--- src/rtl/mux_sched_pkg.sv ---
// Shared definitions for the round-robin mux scheduler and its arbiter helpers.
package mux_sched_pkg;

    localparam int N_REQ = 4;
    localparam int SEL_W = 2;
    localparam int CNT_W = 8;

    typedef enum logic {
        IDLE  = 1'b0,
        GRANT = 1'b1
    } state_t;

endpackage

--- src/rtl/rr_pick4.sv ---
// Combinational 4-way round-robin pick: first set req bit scanning upward from ptr, wrapping 3->0.
module rr_pick4
    import mux_sched_pkg::*;
(
    input  logic [N_REQ-1:0] req,
    input  logic [SEL_W-1:0] ptr,
    output logic [SEL_W-1:0] winner,
    output logic             any
);

    logic [N_REQ-1:0] rot;

    // rot[k] is the request sitting k positions above ptr
    generate
        for (genvar gi = 0; gi < N_REQ; gi++) begin : g_rot
            assign rot[gi] = req[SEL_W'(ptr + SEL_W'(gi))];
        end
    endgenerate

    always_comb begin
        winner = '0;
        for (int i = N_REQ - 1; i >= 0; i--) begin
            if (rot[i]) begin
                winner = ptr + SEL_W'(i);
            end
        end
    end

    assign any = |req;

endmodule

--- src/rtl/mux_rr_scheduler.sv ---
// Round-robin owner of a shared 4:1 mux with registered select and data output.
// Optional MUX_SCHED_TIMEOUT_EN adds a MAX_BURST beat limit and the timeout_err pulse.
module mux_rr_scheduler
    import mux_sched_pkg::*;
#(
    parameter int DATA_W = 4
`ifdef MUX_SCHED_TIMEOUT_EN
    ,
    parameter int MAX_BURST = 8
`endif
) (
    input  logic              clk,
    input  logic              rst,
    input  logic [N_REQ-1:0]  req,
    input  logic [N_REQ-1:0]  last,
    input  logic [DATA_W-1:0] din0,
    input  logic [DATA_W-1:0] din1,
    input  logic [DATA_W-1:0] din2,
    input  logic [DATA_W-1:0] din3,
    output logic [N_REQ-1:0]  grant,
    output logic [SEL_W-1:0]  sel,
    output logic              sel_valid,
    output logic [DATA_W-1:0] dout,
    output logic              dout_valid
`ifdef MUX_SCHED_TIMEOUT_EN
    ,
    output logic              timeout_err
`endif
);

    state_t             state_reg, state_next;
    logic [N_REQ-1:0]   grant_reg, grant_next;
    logic [SEL_W-1:0]   sel_reg, sel_next;
    logic               sel_valid_reg, sel_valid_next;
    logic [DATA_W-1:0]  dout_reg, dout_next;
    logic               dout_valid_reg, dout_valid_next;
    logic [SEL_W-1:0]   rr_ptr_reg, rr_ptr_next;
    logic [CNT_W-1:0]   beat_cnt_reg, beat_cnt_next;
`ifdef MUX_SCHED_TIMEOUT_EN
    logic               timeout_reg, timeout_next;
    logic               burst_hit;
`endif

    logic [DATA_W-1:0]  din_arr [N_REQ];
    logic [SEL_W-1:0]   winner;
    logic               any;
    logic               owner_req;
    logic               owner_last;
    logic               release_now;

    assign din_arr[0] = din0;
    assign din_arr[1] = din1;
    assign din_arr[2] = din2;
    assign din_arr[3] = din3;

    rr_pick4 u_pick (
        .req    (req),
        .ptr    (rr_ptr_reg),
        .winner (winner),
        .any    (any)
    );

    assign owner_req  = req[sel_reg];
    assign owner_last = last[sel_reg];

`ifdef MUX_SCHED_TIMEOUT_EN
    assign burst_hit   = owner_req && (beat_cnt_reg == CNT_W'(MAX_BURST - 1));
    assign release_now = !owner_req || owner_last || burst_hit;
`else
    assign release_now = !owner_req || owner_last;
`endif

    always_comb begin
        state_next      = state_reg;
        grant_next      = grant_reg;
        sel_next        = sel_reg;
        sel_valid_next  = sel_valid_reg;
        dout_next       = dout_reg;
        dout_valid_next = 1'b0;
        rr_ptr_next     = rr_ptr_reg;
        beat_cnt_next   = beat_cnt_reg;
`ifdef MUX_SCHED_TIMEOUT_EN
        timeout_next    = 1'b0;
`endif
        case (state_reg)
            IDLE: begin
                if (any) begin
                    state_next     = GRANT;
                    grant_next     = N_REQ'(1) << winner;
                    sel_next       = winner;
                    sel_valid_next = 1'b1;
                    beat_cnt_next  = '0;
                end
            end
            GRANT: begin
                if (owner_req) begin
                    dout_next       = din_arr[sel_reg];
                    dout_valid_next = 1'b1;
                    if (beat_cnt_reg != '1) begin
                        beat_cnt_next = beat_cnt_reg + 1'b1;
                    end
                end
                // sel is left alone on release so the mux keeps its last path
                if (release_now) begin
                    state_next     = IDLE;
                    grant_next     = '0;
                    sel_valid_next = 1'b0;
                    rr_ptr_next    = sel_reg + 1'b1;
`ifdef MUX_SCHED_TIMEOUT_EN
                    timeout_next   = burst_hit && !owner_last;
`endif
                end
            end
            default: state_next = IDLE;
        endcase
    end

    always_ff @(posedge clk) begin
        if (rst) begin
            state_reg      <= IDLE;
            grant_reg      <= '0;
            sel_reg        <= '0;
            sel_valid_reg  <= 1'b0;
            dout_reg       <= '0;
            dout_valid_reg <= 1'b0;
            rr_ptr_reg     <= '0;
            beat_cnt_reg   <= '0;
`ifdef MUX_SCHED_TIMEOUT_EN
            timeout_reg    <= 1'b0;
`endif
        end else begin
            state_reg      <= state_next;
            grant_reg      <= grant_next;
            sel_reg        <= sel_next;
            sel_valid_reg  <= sel_valid_next;
            dout_reg       <= dout_next;
            dout_valid_reg <= dout_valid_next;
            rr_ptr_reg     <= rr_ptr_next;
            beat_cnt_reg   <= beat_cnt_next;
`ifdef MUX_SCHED_TIMEOUT_EN
            timeout_reg    <= timeout_next;
`endif
        end
    end

    assign grant      = grant_reg;
    assign sel        = sel_reg;
    assign sel_valid  = sel_valid_reg;
    assign dout       = dout_reg;
    assign dout_valid = dout_valid_reg;
`ifdef MUX_SCHED_TIMEOUT_EN
    assign timeout_err = timeout_reg;
`endif

endmodule

--- config.mk ---
export PLATFORM = sky130hd
export DESIGN_NAME = mux_rr_scheduler
export DESIGN_NICKNAME = d
export VERILOG_FILES = /design/src/rtl/mux_sched_pkg.sv /design/src/rtl/rr_pick4.sv /design/src/rtl/mux_rr_scheduler.sv
export SDC_FILE = /design/constraint.sdc
export NUM_CORES = 1
export LEC_CHECK = 0
export CAP_MARGIN = 10
export CORE_MARGIN = 5
export CORE_UTILIZATION = 43
export DETAILED_ROUTE_END_ITERATION = 10
export PLACE_DENSITY = 0.85
export SYNTH_ARGS = -nofsm -noshare
export SYNTH_HDL_FRONTEND = slang
export SYNTH_SLANG_ARGS = --single-unit
--- constraint.sdc ---
create_clock -name clk -period 3.4 [get_ports clk]
set_clock_uncertainty 0.05 [all_clocks]
set_input_delay 0.51 -clock clk [delete_from_list [all_inputs] [get_ports clk]]
set_output_delay 0.51 -clock clk [all_outputs]
set_load 0.02 [all_outputs]
* Word-level counts from Yosys, hierarchy flattened
Cells that the tools add are included.
Operators by class: $add $sub $neg 4, magnitude comparators 6, equal/unequal tests 2, shift-type cells 1, muxes and demuxes 29, bitwise logic cells 2, reductions and logical operators 8
Operators by type and width (number):
- 4-bit 2-to-1 mux | 4
- 2-bit by 3-bit < comparator with 1-bit output, second input constant | 5
- 1-bit binary-select mux with 2-bit select | 6
- 1-bit 2-to-1 mux | 11
- 4-bit binary-select mux with 2-bit select | 1
- 2-bit 2-to-1 mux | 4
- 4-bit one-hot mux with 2 select lines | 1
- 2-bit AND reduction | 4
- 2-bit by 1-bit adder with 2-bit output, second input constant | 2
- 2-bit adder, second input constant | 2
- 1-bit one-hot mux with 2 select lines | 2
- 4-bit OR reduction | 1
- 1-bit by 2-bit << shifter with 4-bit output, first input constant | 1
- 3-bit greater-or-equal comparator, second input constant | 1
- 2-bit inverter with 3-bit output | 1
- 2-bit by 1-bit != test with 1-bit output, second input constant | 1
- 2-bit != test, second input constant | 1
- 2-bit OR reduction | 1
- 1-bit logical NOT | 1
- 1-bit logical OR | 1
- 1-bit inverter | 1
Storage, ports and cells: bits in registers 15, input port bits 26, output and inout port bits 12

* Depth between registers and ports, before layout
depth in word-level cells 10, mapped depth 5

* By module
From an unflattened synthesis, not the netlist that was laid out.
Unflattened totals: cell total of the unflattened synthesis 87, area total of the unflattened synthesis 852.1 um2
By module, submodules not included:
- mux_rr_scheduler | times used 1, cells an instance 74, area each 774.5 um2, sequential area each 300.3 um2
- rr_pick4 | times used 1, cells an instance 13, area each 77.6 um2, sequential area each 0.0 um2

* Worst setup path before layout
No wires, ideal clock.
kind register to register, start point register sel_reg[0], in the netlist sel[0], end point register rr_ptr_reg[0], arrival time 1593 ps, data required time 3226 ps, slack 1633 ps, cell stages (with the launch flop) 5, period minus slack after synthesis 1767 ps, cell sequence dfxtp_1 > buf_6 > mux4_2 > nor2b_4 > o311a_2
On the way: longest elaborated chain between the ends 5
Ends and longest elaborated chain:
- start, declared | line mux_rr_scheduler.sv:33 | logic [SEL_W-1:0] sel_reg, sel_next;
- start signal, assigned | line mux_rr_scheduler.sv:134 | sel_reg <= sel_next;
- 1-bit binary-select mux with 2-bit select | line mux_rr_scheduler.sv:63 | assign owner_req = req[sel_reg];
- 1-bit 2-to-1 mux (implied by the code) | line mux_rr_scheduler.sv:63
- 1-bit logical NOT | line mux_rr_scheduler.sv:70 | assign release_now = !owner_req || owner_last;
- 1-bit logical OR | line mux_rr_scheduler.sv:70
- 2-bit AND reduction (no line)
- end signal, assigned | line mux_rr_scheduler.sv:138 | rr_ptr_reg <= rr_ptr_next;
- end, declared | line mux_rr_scheduler.sv:37 | logic [SEL_W-1:0] rr_ptr_reg, rr_ptr_next;
Several ways; a longest one is shown, not always the timed one. The select of a mux whose other input is x is not followed. A chain may end at the register's enable or synchronous reset.

* Worst setup path in the final report
start point register sel_reg[0], in the netlist sel[0], end point output sel[0]
RTL lines:
- end, declared | line mux_rr_scheduler.sv:21 | output logic [SEL_W-1:0] sel,
No word-level cell between the ends.

==> run_results.csv <==
group,metric,value,unit
hold_path,worstHoldPathType,"reg -> reg",
grt,grt_max_degree,11,
drt,dr.first_iter.drc_count,7,
layout,area_growth,49.03,%
floorplanning,floorplan.io_pins,38,
floorplanning,dieWidth,54.06,um
layout,most-common-layout-cells,"clkdlybuf4s50_1 (37), dfxtp_1 (15), nor2_1 (8)",
synthesis,syn-instance-count,82,
drt,via_count,771,
placement,gp_routability_congestion,0.8055,
worst_setup_path,cell_breakdown_of_the_critical_path,"clkdlybuf4s50_1",
grt,initial_antenna_violation_count,0,
clocking,cts_made_buffers,3,
sta,count_of_final_setup_violators,0,
pwr,net-switching-power,146.4,uW
clocking,cts-htree-levels,1,
worst_setup_path,cpPeakStageDelay,0.71,ns
drt,drc,0,
floorplanning,die_y,54.06,um
layout,nFillCells,150,
clocking,cts_tree,"done",
drt,route.antenna.remaining_nets,0,
worst_setup_path,worstSetupStartpoint,"sel[0]",
grt,first_pass_grt_wire_length,3387,um
clocking,insertion_delay,0.28,ns
clocking,clock_sink_count,15,
layout,commonest_non_fill_non_tap_cell_in_the_layout,"clkdlybuf4s50_1",
synthesis,synth_seq_area_share,35.98,%
grt,first_global_vias,785,
worst_setup_path,timing.rr.start,"sel[0]",
sta,finalCritPeriodShare,64.38,%
worst_setup_path,critPathKind,"reg -> out",
clocking,cts_root_buffer,"clkbuf_4",
pwr,clkPwrFrac,21.3,%
worst_setup_path,crit_path_top_delay_cell,"clkdlybuf4s50_1",
placement,port_buffers,37,
synthesis,xor_and_xnor_area_share_after_synthesis,1.049,%
floorplanning,core_region_area,1902,sq um
worst_setup_path,worst_setup_path_end_kind,"output port",
synthesis,synth-compound-area-share,15.74,%
worst_setup_path,critical_path_peak_fanout,10,
worst_setup_path,critPathRequiredTime,2.84,ns
pwr,sw_frac_of_total,30.95,%
synthesis,post_synth_instance_area,834.6,sq um
floorplanning,die_outline_area,2922,sq um
outcome,status,"completed",
pwr,p_int,326.6,uW
sta,setup-tns-final,0,ns
synthesis,yosys.cell_types.count,31,
synthesis,post_synthesis_share_of_cell_area_spent_on_and_or_nand_and_nor_gates,19.04,%
sta,maxSlewHeadroom,65.82,%
layout,fin_nets,146,
sta,grt_setup_unrepaired,"no",
sta,worst_slew_pin_slew,0.5080,ns
run,drv_cap,0,
drt,vias_per_cell,5.281,
worst_setup_path,worst-path-buf-inv,1,
layout,num_antenna_cells,0,
drt,drt-wirelength-per-cell,15.08,um
layout,drive_gt1_share,10.92,%
hold_path,worst_hold_startpoint,"grant[3]",
layout,final_area,1244,sq um
pwr,vdd_ir_drop_max,0.0001773,V
grt,grt_remaining_overflow,0,
sta,final.hold.worst_slack,0.4367,ns
clocking,cts_max_path_buffers,2,
drt,drt-pass1-iter-count,4,
synthesis,synth_fp_nets,108,
synthesis,yosys.area_share.adder,0,%
sta,period_minus_slack,2.189,ns
pwr,power.combinational.fraction,34.4,%
clocking,post_cts_hold_buffer_count,0,
pwr,p_leak,0.0004650,uW
drt,detail_route.wirelength,2202,um
grt,grt_util_all_layers,16.28,%
floorplanning,initial_core_util,43.88,%
placement,detailedPlacementHpwl,1778,um
sta,drv_slew,0,
worst_setup_path,start_kind,"flop",
synthesis,synth.area.mux_share,22.79,%
sta,finalHoldViolations,0,
synthesis,synth.ff_latch_count,15,
worst_setup_path,timing.reg2reg.setup_slack,1.52,ns
sta,timing.fmax,456.8,MHz
clocking,post-cts-setup-buffers,0,
synthesis,synth.avg_cell_area,10.18,sq um
synthesis,synth.yosys.warnings,0,
clocking,postCtsResizedCells,0,
worst_setup_path,crit_arrival,1.63,ns
floorplanning,row_count,16,
clocking,path_clk_slew,0.08,ns
worst_setup_path,cp_top_family,"buffers and inverters",
pwr,power_density,380.3,nW/um^2
pwr,share_seq_of_total_power,44.3,%
synthesis,synth_top_family_by_area,"multiplexers",
placement,placement.cell_area,1216,sq um
[logic make-up (layout without fill, tap and decap cells)]
| kind of cell | Yosys count | after routing |
|---|---|---|
| AND/OR/NAND/NOR | 29 | 29 |
| flip-flops | 15 | 15 |
| multiplexers | 10 | 10 |
| AO/OA/AOI/OAI | 17 | 17 |
| buffers and inverters | 10 | 47 |
| XOR/XNOR | 1 | 1 |
[layout make-up]
type                    count  area, sq um  area share (%)
multi-input cells          57        489.2           39.34
repair buffers             37        370.4           29.78
flip-flops and latches     15        300.3           24.14
well taps                  27        33.78           2.716
clock buffers               3        22.52           1.811
inverters                   6        22.52           1.811
clock inverters             1        5.005          0.4024
[routing by layer]
layer | GRT usage (%) | vias up | wire, um
met5 | 0 | - | 0
met4 | 7.469 | 0 | 35
met3 | 2.493 | 4 | 94
met2 | 30.04 | 22 | 1192
met1 | 18.07 | 362 | 881
li1 | - | 383 | -
[stage by stage]
| step | utilization, % | total power [uW] | instances | worst slack (ns) |
|---|---|---|---|---|
| after CTS | 65.39 | 478.3 | 146 | 1.176 |
| final | 65.39 | 473.0 | 146 | 1.211 |
| after global routing | 65.39 | 499.7 | 146 | 1.126 |
| after detailed placement | 63.95 | 376.4 | 142 | 1.164 |
| after global placement | 63.95 | 371.6 | 142 | 1.247 |
| after floorplan | - | 307.6 | 82 | 1.633 |
[power groups by stage]
| stage | logic (uW) | registers, uW | clock network [uW] |
|---|---|---|---|
| 5_1_grt | 173 | 213 | 113 |
| 4_1_cts | 164 | 210 | 104 |
| 6_report | 163 | 210 | 101 |
| 3_3_place_gp | 158 | 213 | 0 |
| 3_5_place_dp | 162 | 214 | 0 |
| 2_1_floorplan | 87.0 | 221 | 0 |
[path summary, 6_finish.rpt]
check	end	cells past startpoint
worst max register to register	rr_ptr_reg[0]	3
worst min register to register	grant[3]	2
worst max-delay path	sel[0]	1
worst min-delay path	grant[3]	2
[Yosys cell counts (all sizes together)]
cell type | n | area, sq um
clkbuf | 3 | 11.26
o21ai | 1 | 5.000
or2 | 2 | 12.51
o2111ai | 1 | 8.760
o21a | 4 | 30.03
nor2 | 9 | 41.29
o22ai | 2 | 12.51
a221oi | 1 | 8.760
and2 | 1 | 6.260
inv | 6 | 22.52
nor3 | 4 | 20.02
dfxtp | 15 | 300.3
nor4 | 2 | 12.51
nand3 | 4 | 20.02
o211ai | 1 | 7.510
o32ai | 2 | 17.52
mux2i | 4 | 40.04
o311a | 1 | 11.26
a21oi | 2 | 10.01
xnor2 | 1 | 8.760
nor2b | 3 | 26.27
nand2 | 3 | 13.77
a211oi | 2 | 20.02
buf | 1 | 11.26
mux4 | 6 | 150.1
or3 | 1 | 6.260
(Power assumes the default switching activity.)
